`config.mk`:
```
export PLATFORM = sky130hd
export DESIGN_NAME = keypad_time_entry
export DESIGN_NICKNAME = d
export VERILOG_FILES = /design/src/rtl/keypad_time_entry.sv
export SDC_FILE = /design/constraint.sdc
export NUM_CORES = 1
export LEC_CHECK = 0
export BUFFER_PORTS_ARGS = -buffer_cell sky130_fd_sc_hd__buf_4
export CAP_MARGIN = 20
export CORE_MARGIN = 4
export CORE_UTILIZATION = 50
export DETAILED_ROUTE_END_ITERATION = 6
export GPL_ROUTABILITY_DRIVEN = 0
export GPL_TIMING_DRIVEN = 0
export PLACE_DENSITY = 0.73
export SLEW_MARGIN = 40
export SYNTH_ARGS = -nofsm -noshare
export SYNTH_HDL_FRONTEND = slang
export SYNTH_SLANG_ARGS = --single-unit
```
`constraint.sdc`:
```
create_clock -name clock -period 4.65 [get_ports clock]
set_input_delay 1.1625 -clock clock [delete_from_list [all_inputs] [get_ports clock]]
set_output_delay 1.1625 -clock clock [all_outputs]
set_load 0.02 [all_outputs]
```
`src/rtl/keypad_time_entry.sv`:
```
// Keypad time-entry front end: captures MM:SS BCD digits and sequences load/run/pause of the down-counter chain.
// Optional raw-key filter enabled by defining KEY_DEBOUNCE_EN (DEBOUNCE_CYCLES stable samples required).
module keypad_time_entry #(
   parameter int DEBOUNCE_CYCLES = 16
) (
   input  logic        clock,
   input  logic        clearn,
   input  logic [9:0]  keypad,
   input  logic        start,
   input  logic        stop,
   input  logic        timer_done,
   output logic [15:0] digits,
   output logic        loadn,
   output logic        count_en,
   output logic [2:0]  digit_count,
   output logic [1:0]  state
);

   typedef enum logic [1:0] {
      IDLE  = 2'd0,
      ENTRY = 2'd1,
      RUN   = 2'd2,
      PAUSE = 2'd3
   } state_t;

   if (DEBOUNCE_CYCLES < 1) begin : g_bad_debounce_cycles
      $error("DEBOUNCE_CYCLES must be at least 1");
   end

   state_t      state_q, state_d;
   logic [15:0] digits_q, digits_d;
   logic [2:0]  count_q, count_d;
   logic        loadn_q, loadn_d;
   logic        start_q, stop_q;
   logic [9:0]  key_src, kq, kqq;
   logic        press;
   logic [3:0]  key_val;
   logic        start_pulse, stop_pulse;

`ifdef KEY_DEBOUNCE_EN
   localparam int CW = $clog2(DEBOUNCE_CYCLES + 1);
   localparam logic [CW-1:0] STABLE_MAX = CW'(DEBOUNCE_CYCLES);

   logic [9:0]    cand, filt;
   logic [CW-1:0] stable_cnt, stable_next;

   // stable_next counts consecutive identical raw samples, including the one being taken now.
   always_comb begin
      if (keypad != cand)
         stable_next = CW'(1);
      else if (stable_cnt == STABLE_MAX)
         stable_next = stable_cnt;
      else
         stable_next = stable_cnt + 1'b1;
   end

   always_ff @(posedge clock or negedge clearn) begin
      if (!clearn) begin
         cand       <= '0;
         stable_cnt <= '0;
         filt       <= '0;
      end else begin
         cand       <= keypad;
         stable_cnt <= stable_next;
         if (stable_next == STABLE_MAX)
            filt <= keypad;
      end
   end

   assign key_src = filt;
`else
   assign key_src = keypad;
`endif

   // NOTE: sequential state uses non-blocking assignments so every flop samples pre-edge values.
   always_ff @(posedge clock or negedge clearn) begin
      if (!clearn) begin
         kq       <= '0;
         kqq      <= '0;
         start_q  <= 1'b0;
         stop_q   <= 1'b0;
         state_q  <= IDLE;
         digits_q <= '0;
         count_q  <= '0;
         loadn_q  <= 1'b1;
      end else begin
         kq       <= key_src;
         kqq      <= kq;
         start_q  <= start;
         stop_q   <= stop;
         state_q  <= state_d;
         digits_q <= digits_d;
         count_q  <= count_d;
         loadn_q  <= loadn_d;
      end
   end

   assign start_pulse = start & ~start_q;
   assign stop_pulse  = stop & ~stop_q;

   // A press is a fresh single key arriving after an all-released sample.
   always_comb begin
      press   = (kqq == '0) && $onehot(kq);
      key_val = '0;
      for (int i = 0; i < 10; i++)
         if (kq[i]) key_val = 4'(i);
   end

   // NOTE: every combinational output gets a default first so no path infers a latch.
   always_comb begin
      state_d  = state_q;
      digits_d = digits_q;
      count_d  = count_q;
      loadn_d  = 1'b1;
      unique case (state_q)
         IDLE: begin
            if (!stop_pulse && !start_pulse && press) begin
               digits_d = {digits_q[11:0], key_val};
               count_d  = count_q + 3'd1;
               state_d  = ENTRY;
            end
         end
         ENTRY: begin
            if (stop_pulse) begin
               digits_d = '0;
               count_d  = '0;
               state_d  = IDLE;
            end else if (start_pulse) begin
               if (digits_q[7:4] > 4'd5)
                  digits_d[7:4] = 4'd5;
               loadn_d = 1'b0;
               state_d = RUN;
            end else if (press && count_q < 3'd4) begin
               digits_d = {digits_q[11:0], key_val};
               count_d  = count_q + 3'd1;
            end
         end
         RUN: begin
            // The chain still reads zero during the load cycle, so timer_done is ignored then.
            if (timer_done && loadn_q) begin
               digits_d = '0;
               count_d  = '0;
               state_d  = IDLE;
            end else if (stop_pulse) begin
               state_d = PAUSE;
            end
         end
         PAUSE: begin
            if (stop_pulse) begin
               digits_d = '0;
               count_d  = '0;
               state_d  = IDLE;
            end else if (start_pulse) begin
               state_d = RUN;
            end
         end
         default: state_d = IDLE;
      endcase
   end

   assign digits      = digits_q;
   assign loadn       = loadn_q;
   assign count_en    = (state_q == RUN) && loadn_q;
   assign digit_count = count_q;
   assign state       = state_q;

endmodule

```
==> flow_metrics.tcl <==
set metrics [dict create \
    period_minus_slack_ns 4.07 \
    initial_core_util_pct 52.3 \
    clockBufferDepth 2 \
    antenna_found_initial 0 \
    ff_latch_area_sq_mm 0.00110 \
    finalCritPeriodShare_pct 87.4 \
    finalWirelength_mm 3.95 \
    synth.distinct_cells 39 \
    io_buffers 37 \
    cts_resized 0 \
    clk_latency_ns 0.29 \
    cp.arrival_ns 4.24 \
    cts_hold_buf 0 \
    max_freq_ghz 0.246 \
    cts_tree "built" \
    die_area_sq_mm 0.00491 \
    netlist_instances 165 \
    ant_nets 0 \
    skew_ns 0.00603 \
    first_iter_violations 48 \
    drc 0 \
    cts-root-buf "clkbuf_8" \
    yosys-top-cells-count "dfrtp_1, nand2_1, inv_1" \
    dieHeight_um 70.1 \
    vias 1378 \
    end_kind "register" \
    final_core_util_pct 64.5 \
    rows 22 \
    ioPinCount 38 \
    final.setup.worst_slack_ns 0.584 \
    synth-edff-count 0 \
    drive_above_1_share_pct 30.5 \
    hold_viol_final 0 \
    worst_pin_slew_ns 0.539 \
    outcome "finished clean" \
    rsz0062_at_grt "no" \
    hp-class "reg2reg" \
    core_region_area_sq_mm 0.00369 \
    grt_pass1_wl_mm 6.53 \
    start_kind "register" \
    h-tree-depth 2 \
    setup_viol 0 \
    finalSetupTns_ns 0 \
    synth_ff_type "dfrtp_1" \
    syn-cell-area_sq_mm 0.00193 \
    synth_top_area_share_pct 55.8 \
    clock_sinks 44 \
    diodes 0 \
    clk_pin_slew_worst_paths_ns 0.08 \
    grt_max_degree 45 \
    ys_async_sr_fraction_pct 100 \
    power_mw 1.49 \
    synth_seq_area_share_pct 57.2 \
    first_pass_iters 4 \
    track_usage_pct 17.0 \
    cp.required_ns 4.82 \
    final_cell_count_no_fill 258 \
    nNetsFinal 233 \
    cts_buffers 5 \
    avgViaCountPerCell 5.34 \
    wl_per_cell_um 15.3 \
    crit_type "reg2reg" \
    syn_area_per_cell_sq_um 11.7 \
    postCtsSetupBuffers 0 \
    final.fill_count 304 \
    place_inst 250 \
    maxCapViolCount 0 \
    syn_nets 189 \
    ir_drop_mv 0.398 \
    hpwl_mm 2.97 \
    yosysWarnings 0 \
    place_ws_ns 0.596 \
    synth_area_leaders "dfrtp_1, fa_1, nand2_1" \
    crit_fanout 10 \
    grt_pass1_vias 1340 \
    slew_viol_final 0 \
    leakagePower_nw 1.12 \
    die_w_um 70.1 \
    yosysTopAreaCell "dfrtp_1" \
    globalRouteOverflowTotal 0 \
    synth.most_common_cell "dfrtp_1" \
    pwr_density_cell_mw_per_mm2 626 \
    ys_ff_latch 44 \
    synthToLayoutAreaGrowth_pct 23.3 \
    multi_input_area_sq_um 718 \
    relSlewSlack_pct 64.1 \
]
## power by group
part	internal [mW]	leakage [nW]	switching [mW]
sequential	0.469	0.537	0.0775
clock	0.159	0.0541	0.125
combinational	0.279	0.528	0.380
## cell type report
class,instances,share of cell area (%)
plain buffers,6,2.00
clock buffers,5,2.89
clock inverters,3,1.79
inverters,16,2.53
multi-input cells,99,30.2
flip-flops and latches,44,46.4
well taps,48,2.53
repair buffers,37,11.7
## per-layer routing
metal	wire length (um)	track usage, %	share of wire [%]
met2	2120	28.1	54
met4	44	5.74	1.1
met5	0	0	0
met1	1620	21.6	41
met3	167	4.32	4.2
## path summary, 6_finish.rpt
| kind | startpoint | end | slack [ns] | depth (start not counted) |
|---|---|---|---|---|
| max | kq[5] | digits[1] | 0.58 | 16 |
| min | kq[1] | kqq[1] | 0.44 | 0 |
| max reg2reg | kq[5] | digits[1] | 0.58 | 16 |
| min reg2reg | kq[1] | kqq[1] | 0.44 | 0 |
| max in group asynchronous | clearn | loadn | 3.42 | 1 |
| min in group asynchronous | clearn | stop_q | 0.84 | 1 |
## state kept, by name, summed over array words and instances, names as in the netlist
name,count
digit_count,3
digits,16
kq,10
kqq,10
loadn,1
start_q,1
state,2
stop_q,1
## stage by stage
| stage | hold slack, ns | cell area [sq um] |
|---|---|---|
| after floorplan | 0.392 | 1930 |
| after global placement | 0.402 | 2270 |
| after detailed placement | 0.421 | 2270 |
| after CTS | 0.440 | 2380 |
| after global routing | 0.455 | 2380 |
| final | 0.436 | 2380 |
## logic make-up after synthesis
| kind of cell | share of synthesized area [%] |
|---|---|
| flip-flops | 57.2 |
| buffers and inverters | 5.58 |
| AO/OA/AOI/OAI | 13.0 |
| AND/OR/NAND/NOR | 15.4 |
| multiplexers | 0.584 |
| adder cells (fa/ha/maj) | 8.18 |
## worst max-delay path, cell delays in order (launching register included)
cell and delay [ns]:
dfrtp_1 0.45, fa_1 0.53, fa_1 0.49, inv_1 0.05
fa_1 0.43, inv_1 0.06, ha_1 0.15, inv_1 0.05
fa_1 0.38, a211oi_1 0.28, o211ai_2 0.16, o31ai_1 0.34
nand3_2 0.13, buf_6 0.16, buf_6 0.14, nand2_1 0.07
o31ai_1 0.07
## cells in the final DEF (no fill, tap or decap), drive strengths merged, types with 2 or more instances in the layout
cell	instances
nand2	26
nor3	2
fa	6
a21oi	8
inv	16
nor2	8
buf	42
nand2b	3
clkbuf	6
o21bai	2
nor4	3
nand3b	2
nor2b	2
dfrtp	43
nand4	3
o21ai	13
o211ai	2
o31ai	6
ha	3
Power figures use the tool's default switching activity.
